**src/rtl/btn_evt_pkg.sv**
```systemverilog
// Shared types and helpers for the button event decoder.
// Latency: n/a (types and elaboration-time functions only).
// Backpressure: n/a.
package btn_evt_pkg;

  typedef enum logic [2:0] {
    ST_IDLE,
    ST_PRESSED,
    ST_HELD,
    ST_WAIT2,
    ST_PRESSED2
  } btn_state_t;

  typedef enum logic [1:0] {
    EVT_REPEAT = 2'd0,
    EVT_SHORT  = 2'd1,
    EVT_LONG   = 2'd2,
    EVT_DOUBLE = 2'd3
  } btn_evt_t;

  // Milliseconds to clock cycles for a clock given in MHz.
  function automatic logic [63:0] ms_to_cyc(input int unsigned ms, input int unsigned freq_mhz);
    return 64'(ms) * 64'(freq_mhz) * 64'd1000;
  endfunction

  // A limit is usable when it is non-zero and representable in n bits.
  function automatic bit cyc_fits(input logic [63:0] cyc, input int unsigned n);
    if (cyc == 64'd0) return 1'b0;
    if (n >= 64) return 1'b1;
    return cyc <= ((64'd1 << n) - 64'd1);
  endfunction

endpackage

```
**src/rtl/btn_evt_timer.sv**
```systemverilog
// Saturating cycle counter with synchronous clear and an equality hit against a runtime limit.
// Latency: hit is combinational from the counter register; count updates one cycle after clear/en.
// Backpressure: none; en low freezes the count.
//
// Ports: clk, rst (sync, active-low), clear, en, limit[N-1:0], hit.
module btn_evt_timer #(
  parameter int unsigned N = 32
) (
  input  logic         clk,
  input  logic         rst,
  input  logic         clear,
  input  logic         en,
  input  logic [N-1:0] limit,
  output logic         hit
);

  logic [N-1:0] cnt;

  always_ff @(posedge clk) begin
    if (!rst) begin
      cnt <= '0;
    end else if (clear) begin
      cnt <= '0;
    end else if (en && (cnt != '1)) begin
      cnt <= cnt + 1'b1;
    end
  end

  assign hit = (cnt == limit);

endmodule

```
**src/rtl/btn_event_decoder.sv**
```systemverilog
// Classifies debounced press/release pulses into SHORT / LONG / DOUBLE (and optional REPEAT) events.
// Latency: event registered one cycle after the deciding pulse or timeout cycle.
// Backpressure: valid/ready; an event raised while one is still pending is dropped and sets evt_overflow.
//
// Ports: clk, rst (sync, active-low), btn_press, btn_release (one-cycle pulses),
//        evt_valid/evt_code/evt_ready (event handshake), held (button down), evt_overflow (sticky).
// Build option: define BTN_REPEAT_EN to emit REPEAT events every REPEAT_MS while held after a LONG.
module btn_event_decoder
  import btn_evt_pkg::*;
#(
  parameter int unsigned FREQ      = 50,
  parameter int unsigned LONG_MS   = 1000,
  parameter int unsigned DOUBLE_MS = 300,
  parameter int unsigned REPEAT_MS = 200,
  parameter int unsigned N         = 32
) (
  input  logic       clk,
  input  logic       rst,
  input  logic       btn_press,
  input  logic       btn_release,
  output logic       evt_valid,
  output logic [1:0] evt_code,
  input  logic       evt_ready,
  output logic       held,
  output logic       evt_overflow
);

  localparam logic [63:0] LONG_CYC = ms_to_cyc(LONG_MS, FREQ);
  localparam logic [63:0] DBL_CYC  = ms_to_cyc(DOUBLE_MS, FREQ);
  localparam logic [63:0] REP_CYC  = ms_to_cyc(REPEAT_MS, FREQ);

  if (!cyc_fits(LONG_CYC, N) || !cyc_fits(DBL_CYC, N) || !cyc_fits(REP_CYC, N)) begin : g_limit_check
    $error("btn_event_decoder: a cycle limit is zero or does not fit in N bits");
  end

  // The counter starts at 0 on entry, so a timeout fires when it reads limit-1.
  localparam logic [N-1:0] LONG_LIM = N'(LONG_CYC - 64'd1);
  localparam logic [N-1:0] DBL_LIM  = N'(DBL_CYC - 64'd1);
`ifdef BTN_REPEAT_EN
  localparam logic [N-1:0] REP_LIM  = N'(REP_CYC - 64'd1);
`endif

  btn_state_t   state, state_nxt;
  logic         press_ev, rel_ev, quiet, both;
  logic [N-1:0] limit;
  logic         hit, tmr_clear, emit;
  btn_evt_t     emit_code;

  // A lone pulse is an event; both together cancel out and freeze everything.
  assign press_ev = btn_press && !btn_release;
  assign rel_ev   = btn_release && !btn_press;
  assign both     = btn_press && btn_release;
  // Timeouts only act in cycles with no pulse at all, even an ignored one.
  assign quiet    = !btn_press && !btn_release;

  btn_evt_timer #(.N(N)) u_timer (
    .clk   (clk),
    .rst   (rst),
    .clear (tmr_clear),
    .en    (!both),
    .limit (limit),
    .hit   (hit)
  );

  always_ff @(posedge clk) begin
    if (!rst) begin
      state <= ST_IDLE;
    end else begin
      state <= state_nxt;
    end
  end

  always_comb begin
    state_nxt = state;
    emit      = 1'b0;
    emit_code = EVT_SHORT;
    tmr_clear = 1'b0;
    limit     = LONG_LIM;
    case (state)
      ST_IDLE: begin
        if (press_ev) state_nxt = ST_PRESSED;
      end
      ST_PRESSED: begin
        limit = LONG_LIM;
        if (rel_ev) begin
          state_nxt = ST_WAIT2;
        end else if (quiet && hit) begin
          emit      = 1'b1;
          emit_code = EVT_LONG;
          state_nxt = ST_HELD;
        end
      end
      ST_HELD: begin
        if (rel_ev) begin
          state_nxt = ST_IDLE;
        end
`ifdef BTN_REPEAT_EN
        else begin
          limit = REP_LIM;
          if (quiet && hit) begin
            emit      = 1'b1;
            emit_code = EVT_REPEAT;
            tmr_clear = 1'b1;
          end
        end
`endif
      end
      ST_WAIT2: begin
        limit = DBL_LIM;
        if (press_ev) begin
          emit      = 1'b1;
          emit_code = EVT_DOUBLE;
          state_nxt = ST_PRESSED2;
        end else if (quiet && hit) begin
          emit      = 1'b1;
          emit_code = EVT_SHORT;
          state_nxt = ST_IDLE;
        end
      end
      ST_PRESSED2: begin
        if (rel_ev) state_nxt = ST_IDLE;
      end
      default: begin
        state_nxt = ST_IDLE;
      end
    endcase
    if (state_nxt != state) tmr_clear = 1'b1;
  end

  // Event slot: loads when empty or being drained this cycle; otherwise the new event is lost.
  always_ff @(posedge clk) begin
    if (!rst) begin
      held         <= 1'b0;
      evt_valid    <= 1'b0;
      evt_code     <= 2'd0;
      evt_overflow <= 1'b0;
    end else begin
      held <= (state_nxt == ST_PRESSED) || (state_nxt == ST_HELD) || (state_nxt == ST_PRESSED2);
      if (emit && (!evt_valid || evt_ready)) begin
        evt_valid <= 1'b1;
        evt_code  <= emit_code;
      end else begin
        if (evt_valid && evt_ready) evt_valid <= 1'b0;
        if (emit) evt_overflow <= 1'b1;
      end
    end
  end

endmodule

```
**config.mk**
```make
export PLATFORM = sky130hd
export DESIGN_NAME = btn_event_decoder
export DESIGN_NICKNAME = d
export VERILOG_FILES = /design/src/rtl/btn_evt_pkg.sv /design/src/rtl/btn_evt_timer.sv /design/src/rtl/btn_event_decoder.sv
export SDC_FILE = /design/constraint.sdc
export NUM_CORES = 1
export LEC_CHECK = 0
export CORE_MARGIN = 5
export CORE_UTILIZATION = 60
export DETAILED_ROUTE_END_ITERATION = 10
export GPL_ROUTABILITY_DRIVEN = 0
export PLACE_DENSITY = 0.87
export SLEW_MARGIN = 30
export SYNTH_ARGS = -nofsm -noshare
export SYNTH_HDL_FRONTEND = slang
export SYNTH_HIERARCHICAL = 1
export SYNTH_SLANG_ARGS = --single-unit
export TNS_END_PERCENT = 1
```
**constraint.sdc**
```tcl
create_clock -name clk -period 3.64 [get_ports clk]
set_input_delay 0.728 -clock clk [delete_from_list [all_inputs] [get_ports clk]]
set_output_delay 0.728 -clock clk [all_outputs]
set_load 0.01 [all_outputs]
```
---- Word level (Yosys, flattened, before mapping) ----
Cells that the tools add are included.
Widths: inputs -> output; s select.
storage, ports and cells
  register bits after elaboration ......... 40
  output and inout bits ................... 5
  word-level logic and storage cells ...... 58
operators by class
  add/subtract/negate cells ............... 1
  eq/ne operators ......................... 10
  multiplexer cells ....................... 19
  bitwise logic cells ..................... 2
  reduce and logical (&&, ||, !) cells .... 20
operator list
  kind                   number
  $add 32x1->32 const B  1
  $eq 32x26->1           1
  $ne 32x32->1 const B   1
  $mux 26                1
  $mux 3                 6
  $pmux 3 s4             1
  $eq 3x2->1 const B     3
  $logic_and 1x1->1      8
  $eq 3x1->1 const B     2
  $eq 3x3->1 const B     2
  $mux 1                 6
  $mux 2                 3
  $logic_not 1->1        4
  $pmux 2 s2             1
  $reduce_or 2->1        2
  $logic_not 3->1        1
  $logic_or 1x1->1       3
  $ne 3x3->1             1
  $not 1->1              2
  $pmux 1 s2             1
  $reduce_and 2->1       1
  $reduce_bool 2->1      1

---- Depth between registers and ports, before layout ----
  word-level depth ........................ 10
  gate-level depth with buffers ........... 15
  gate-level depth less buffers ........... 13

---- Hierarchy ----
Netlist, hierarchy kept.
by module, submodules not included
  module             times used  cells an instance  area an instance (um^2)  seq. area each (um^2)
  btn_evt_timer      1           242                1956.9                   640.6
  btn_event_decoder  1           63                 498.0                    160.2

---- Least setup slack after synthesis ----
Ideal clock, no wire load.
  path kind ............................... reg-to-reg
  start point ............................. register state[1]
  end point ............................... register u_timer.cnt[0]
  library setup time ...................... 0.128 ns
  arrival ................................. 3.121 ns
  path slack .............................. 0.391 ns
  stages on the path, launching flop included .. 16
  buffers on the path ..................... 4
  cell sequence ........................... dfxtp_1 buf_2 clkbuf_1 nand3b_1 inv_1 xor2_1 nor4_1 nand4_1 nor2_1 o21ba_2 a221oi_1 o32ai_1 nand2b_1 buf_1 clkbuf_1 nor2_1
on the way
  longest elaborated chain between the ends .. 10
ends and longest elaborated chain
  element                        RTL line                                           source
  start: declaration             btn_event_decoder.sv:43                            btn_state_t state, state_nxt;
  start signal: assignment       btn_event_decoder.sv:69                            state <= state_nxt;
  $eq 3x2->1 (*)                 btn_event_decoder.sv:79                            case (state)
  $mux 26 (*)                    btn_event_decoder.sv:79
  via limit[12]                  btn_event_decoder.sv:45                            logic [N-1:0] limit;
  $eq 32x26->1 (*)               btn_evt_timer.sv:29                                assign hit = (cnt == limit);
  via hit                        btn_event_decoder.sv:46                            logic hit, tmr_clear, emit;
  $logic_and 1x1->1 (*)          btn_event_decoder.sv:87, btn_event_decoder.sv:114
  $mux 3 (on tied branches)      btn_event_decoder.sv:114, btn_event_decoder.sv:87
  $mux 3 (on tied branches)      btn_event_decoder.sv:110, btn_event_decoder.sv:85
  $pmux 3 s4 (*)                 btn_event_decoder.sv:79
  $ne 3x3->1 (*)                 btn_event_decoder.sv:127                           if (state_nxt != state) tmr_clear = 1'b1;
  $mux 1 (*)                     btn_event_decoder.sv:127
  via tmr_clear                  btn_event_decoder.sv:46
  $reduce_or 2->1 (no line) (*)  -
  end signal: assignment         btn_evt_timer.sv:25                                cnt <= cnt + 1'b1;
  end: declaration               btn_evt_timer.sv:17                                logic [N-1:0] cnt;
The timed path passes the listed nets; every way through them passes the cells marked *.
A chain may end at the register's enable or synchronous reset.

---- Worst setup path in the final report ----
  start point ............................. register state[2]
  end point ............................... register u_timer.cnt[11]
The elaborated chain is that of the path after synthesis.

==> reports/metrics.cfg <==
[final_layout]
fin_area_um2=2790
fillers=321
area_growth_pct=13.8
final_nets=338
post_route_cells_drive_above_1_share=0.0661
antenna_cells=0

[worst_hold_path]
holdPathStages=2
hp-start=evt_code[1]$_SDFFE_PN0P_
hold_class=reg2reg
hold_end=evt_code[1]$_SDFFE_PN0P_

[drt]
wl_um=5730
routed_via_density=5.96
drc=0
drt_iter0_markers=195
vias=2281
dr_wl_met2_um=2710
routed.top_layer=met4
routedLengthMet1_um=2610
drtPass1Iterations=4
wl_met3_um=252
drtAntennaViolNets=0
routedWlPerCell_um=15.0

[cts]
cts_buffers=5
clock_path_buffers=2
path_clk_slew_ps=80
cts_sinks=40
hold_buffers=0
cts_tree=built
cts_root_buffer=clkbuf_8
clk_latency_ps=300
htree_levels=2
post-cts-setup-buffer-count=0

[synthesis]
netlist_top_cells_count=40 x dfxtp_1, 37 x xor2_1, 20 x nand2_1, 20 x nor2_1, 17 x a21oi_1
synth-seq-cells=40
synth_warnings=6
synth_top_area_frac=0.326
syn_area_um2=2450
synth.avg_cell_area_um2=8.05
netlist.top_cell.by_area=dfxtp_1
synth_area_leaders=dfxtp_1 33%, xor2_1 13%, a21oi_1 3.5%, nand2_1 3.1%, nand4_1 3.1%
post-synth-top-count-cell=dfxtp_1
async_reset_ff_frac=0
synth_edf_count=0
netlist_instances=305
synth_flop_cell=dfxtp_1
synth.yosys.seq_area_share=0.326
yosysUniqueCellTypes=52

[worst_setup_path]
required_ps=3840
reg2reg_slack_ps=340
slowest_delay_ps=700
path_class=reg2reg
r2r_start=state[2]$_SDFF_PN0_
crit_path_end_kind=flip-flop
worstSetupStartpointType=flip-flop
r2r_cells=12
slowest_stage=nor2b_1
critPathMaxFanout=14
r2r-end=u_timer/cnt[11]$_SDFFE_PP0P_
crit_family=simple AND/OR/NAND/NOR gates
cp_cell_sequence=nand3b_1, buf_4, xor2_1, nor4_1, nand4_1, nor2_2, or2_2, a221oi_1, o32ai_1, nor2b_1, o311ai_0, o41ai_1
worst_ep_arrival_time_ps=3500
crit_buf_inv=1

[sta]
grt_setup_unrepaired=no
slew_headroom=0.416
setup_violations=0
period_needed_ps=3300
slew_viol_final=0
worst_pin_slew_ps=875
fmax_mhz=303
hold_viol=0
period_share=0.906
timing.hold.ws_ps=465
fin_setup_tns_ps=0
clock_skew_ps=5.85

[floorplanning]
dieWidth_um=74.0
start_util=0.618
row_count=23
ioPinCount=10
die_h_um=74.0
core-area_um2=3970
die_area_um2=5470

[global_routing]
grt_pass1_wl_um=9810
antenna_found_initial=0
track_usage=0.233
grt_pass1_vias=2119
grt_max_degree=17
grt_overflow=0

[power]
vdd_ir_drop_max_uv=250
p_leak_nw=1.07
power.density_nw_per_um2=317

[placed_design]
place_area_um2=2680
numPortBuffers=9
dpl.hpwl_um=4100

[outcome]
status=finished clean

[run]
drv_cap=0

-- registers in the layout, summed over array words and instances (netlist names) --
name	count
u_timer/cnt	32
state	3
evt_code	2
evt_overflow	1
evt_valid	1
held	1
-- stage by stage --
step / total power [mW] / instances / utilization / setup slack, ps
floorplan: 0.506 / 326 / - / 391
global placement: 0.528 / 375 / 0.675 / 453
detailed placement: 0.530 / 375 / 0.675 / 404
CTS: 0.889 / 383 / 0.703 / 320
global route: 0.920 / 383 / 0.703 / 94.0
finish: 0.884 / 383 / 0.703 / 341
-- worst max path at each step --
stage / to / start / depth (start not counted) / slack, ps
after CTS: u_timer/cnt[30]$_SDFFE_PP0P_ / state[2]$_SDFF_PN0_ / 13 / 320
after floorplan: u_timer/cnt[0]$_SDFFE_PP0P_ / state[1]$_SDFF_PN0_ / 15 / 390
final: u_timer/cnt[11]$_SDFFE_PP0P_ / state[2]$_SDFF_PN0_ / 12 / 340
after detailed placement: u_timer/cnt[27]$_SDFFE_PP0P_ / btn_press / 7 / 400
after global placement: u_timer/cnt[27]$_SDFFE_PP0P_ / btn_press / 7 / 450
after global routing: u_timer/cnt[9]$_SDFFE_PP0P_ / state[2]$_SDFF_PN0_ / 12 / 90
-- what timing repair did --
item,4_1_cts,5_1_grt
resized for setup,0,1
setup endpoints to repair,0,3
hold endpoints to repair,0,0
-- tightest hold or removal path: cells and delay by family, from the launching register on --
kind	cells	cell delay (ps)
muxes	1	60
DFF	1	310
and+or+nand+nor	1	50
-- metal layers --
metal  global-route usage  vias up
met5                    0        -
met1                0.302     1068
met4                0.107        0
li1                     -     1156
met3               0.0419       15
met2                0.377       42
-- cells by family (layout without fill, tap and decap cells) --
logic type               count (synthesis)  in the layout  synth area share
AND/OR/NAND/NOR                        127            127             0.292
other                                    2             23           0.00306
buffers and inverters                   24             31            0.0387
multiplexers                             3              3            0.0122
flip-flops                              40             40             0.326
AO/OA/AOI/OAI                           69             69             0.183
adder cells (fa/ha/maj)                  1              1           0.00510
XOR/XNOR                                39             39             0.139
-- area by class of cell --
class                   count  area [µm²]  share of cell area
multi-input cells         262        1640               0.587
flip-flops and latches     40         801               0.287
repair buffers             16         155              0.0556
clock buffers               6        72.6              0.0260
well taps                  50        62.6              0.0224
clock inverters             2        35.0              0.0125
inverters                   7        26.3             0.00941
-- layout by cell type (no fill, tap or decap), types with 5 or more instances in the layout --
master           netlist  final
and3_1                 5      5
nand2_1               20     20
inv_1                  7      7
clkbuf_8               0      5
nor2_1                20     19
nor2b_1                5      5
or3_1                  9      9
clkdlybuf4s50_1        0      9
a31oi_1                6      6
nor4_1                10     10
and4_1                 6      6
nand3_1               12     12
nor3_1                 5      5
buf_4                  0      6
nand2b_1               6      6
o31ai_1                5      5
nand4_1               12     12
conb_1                 2     23
dfxtp_1               40     40
or4_1                  6      6
a21oi_1               17     17
o21ai_0               14     14
xor2_1                37     37
-- power by group --
group	internal, mW	switching, mW	total (mW)	leakage [nW]
Combinational	0.0310	0.0447	0.0757	0.692
Clock	0.203	0.159	0.362	0.0552
Sequential	0.441	0.00498	0.446	0.323
Note: power is estimated with default switching activity, not from simulation.
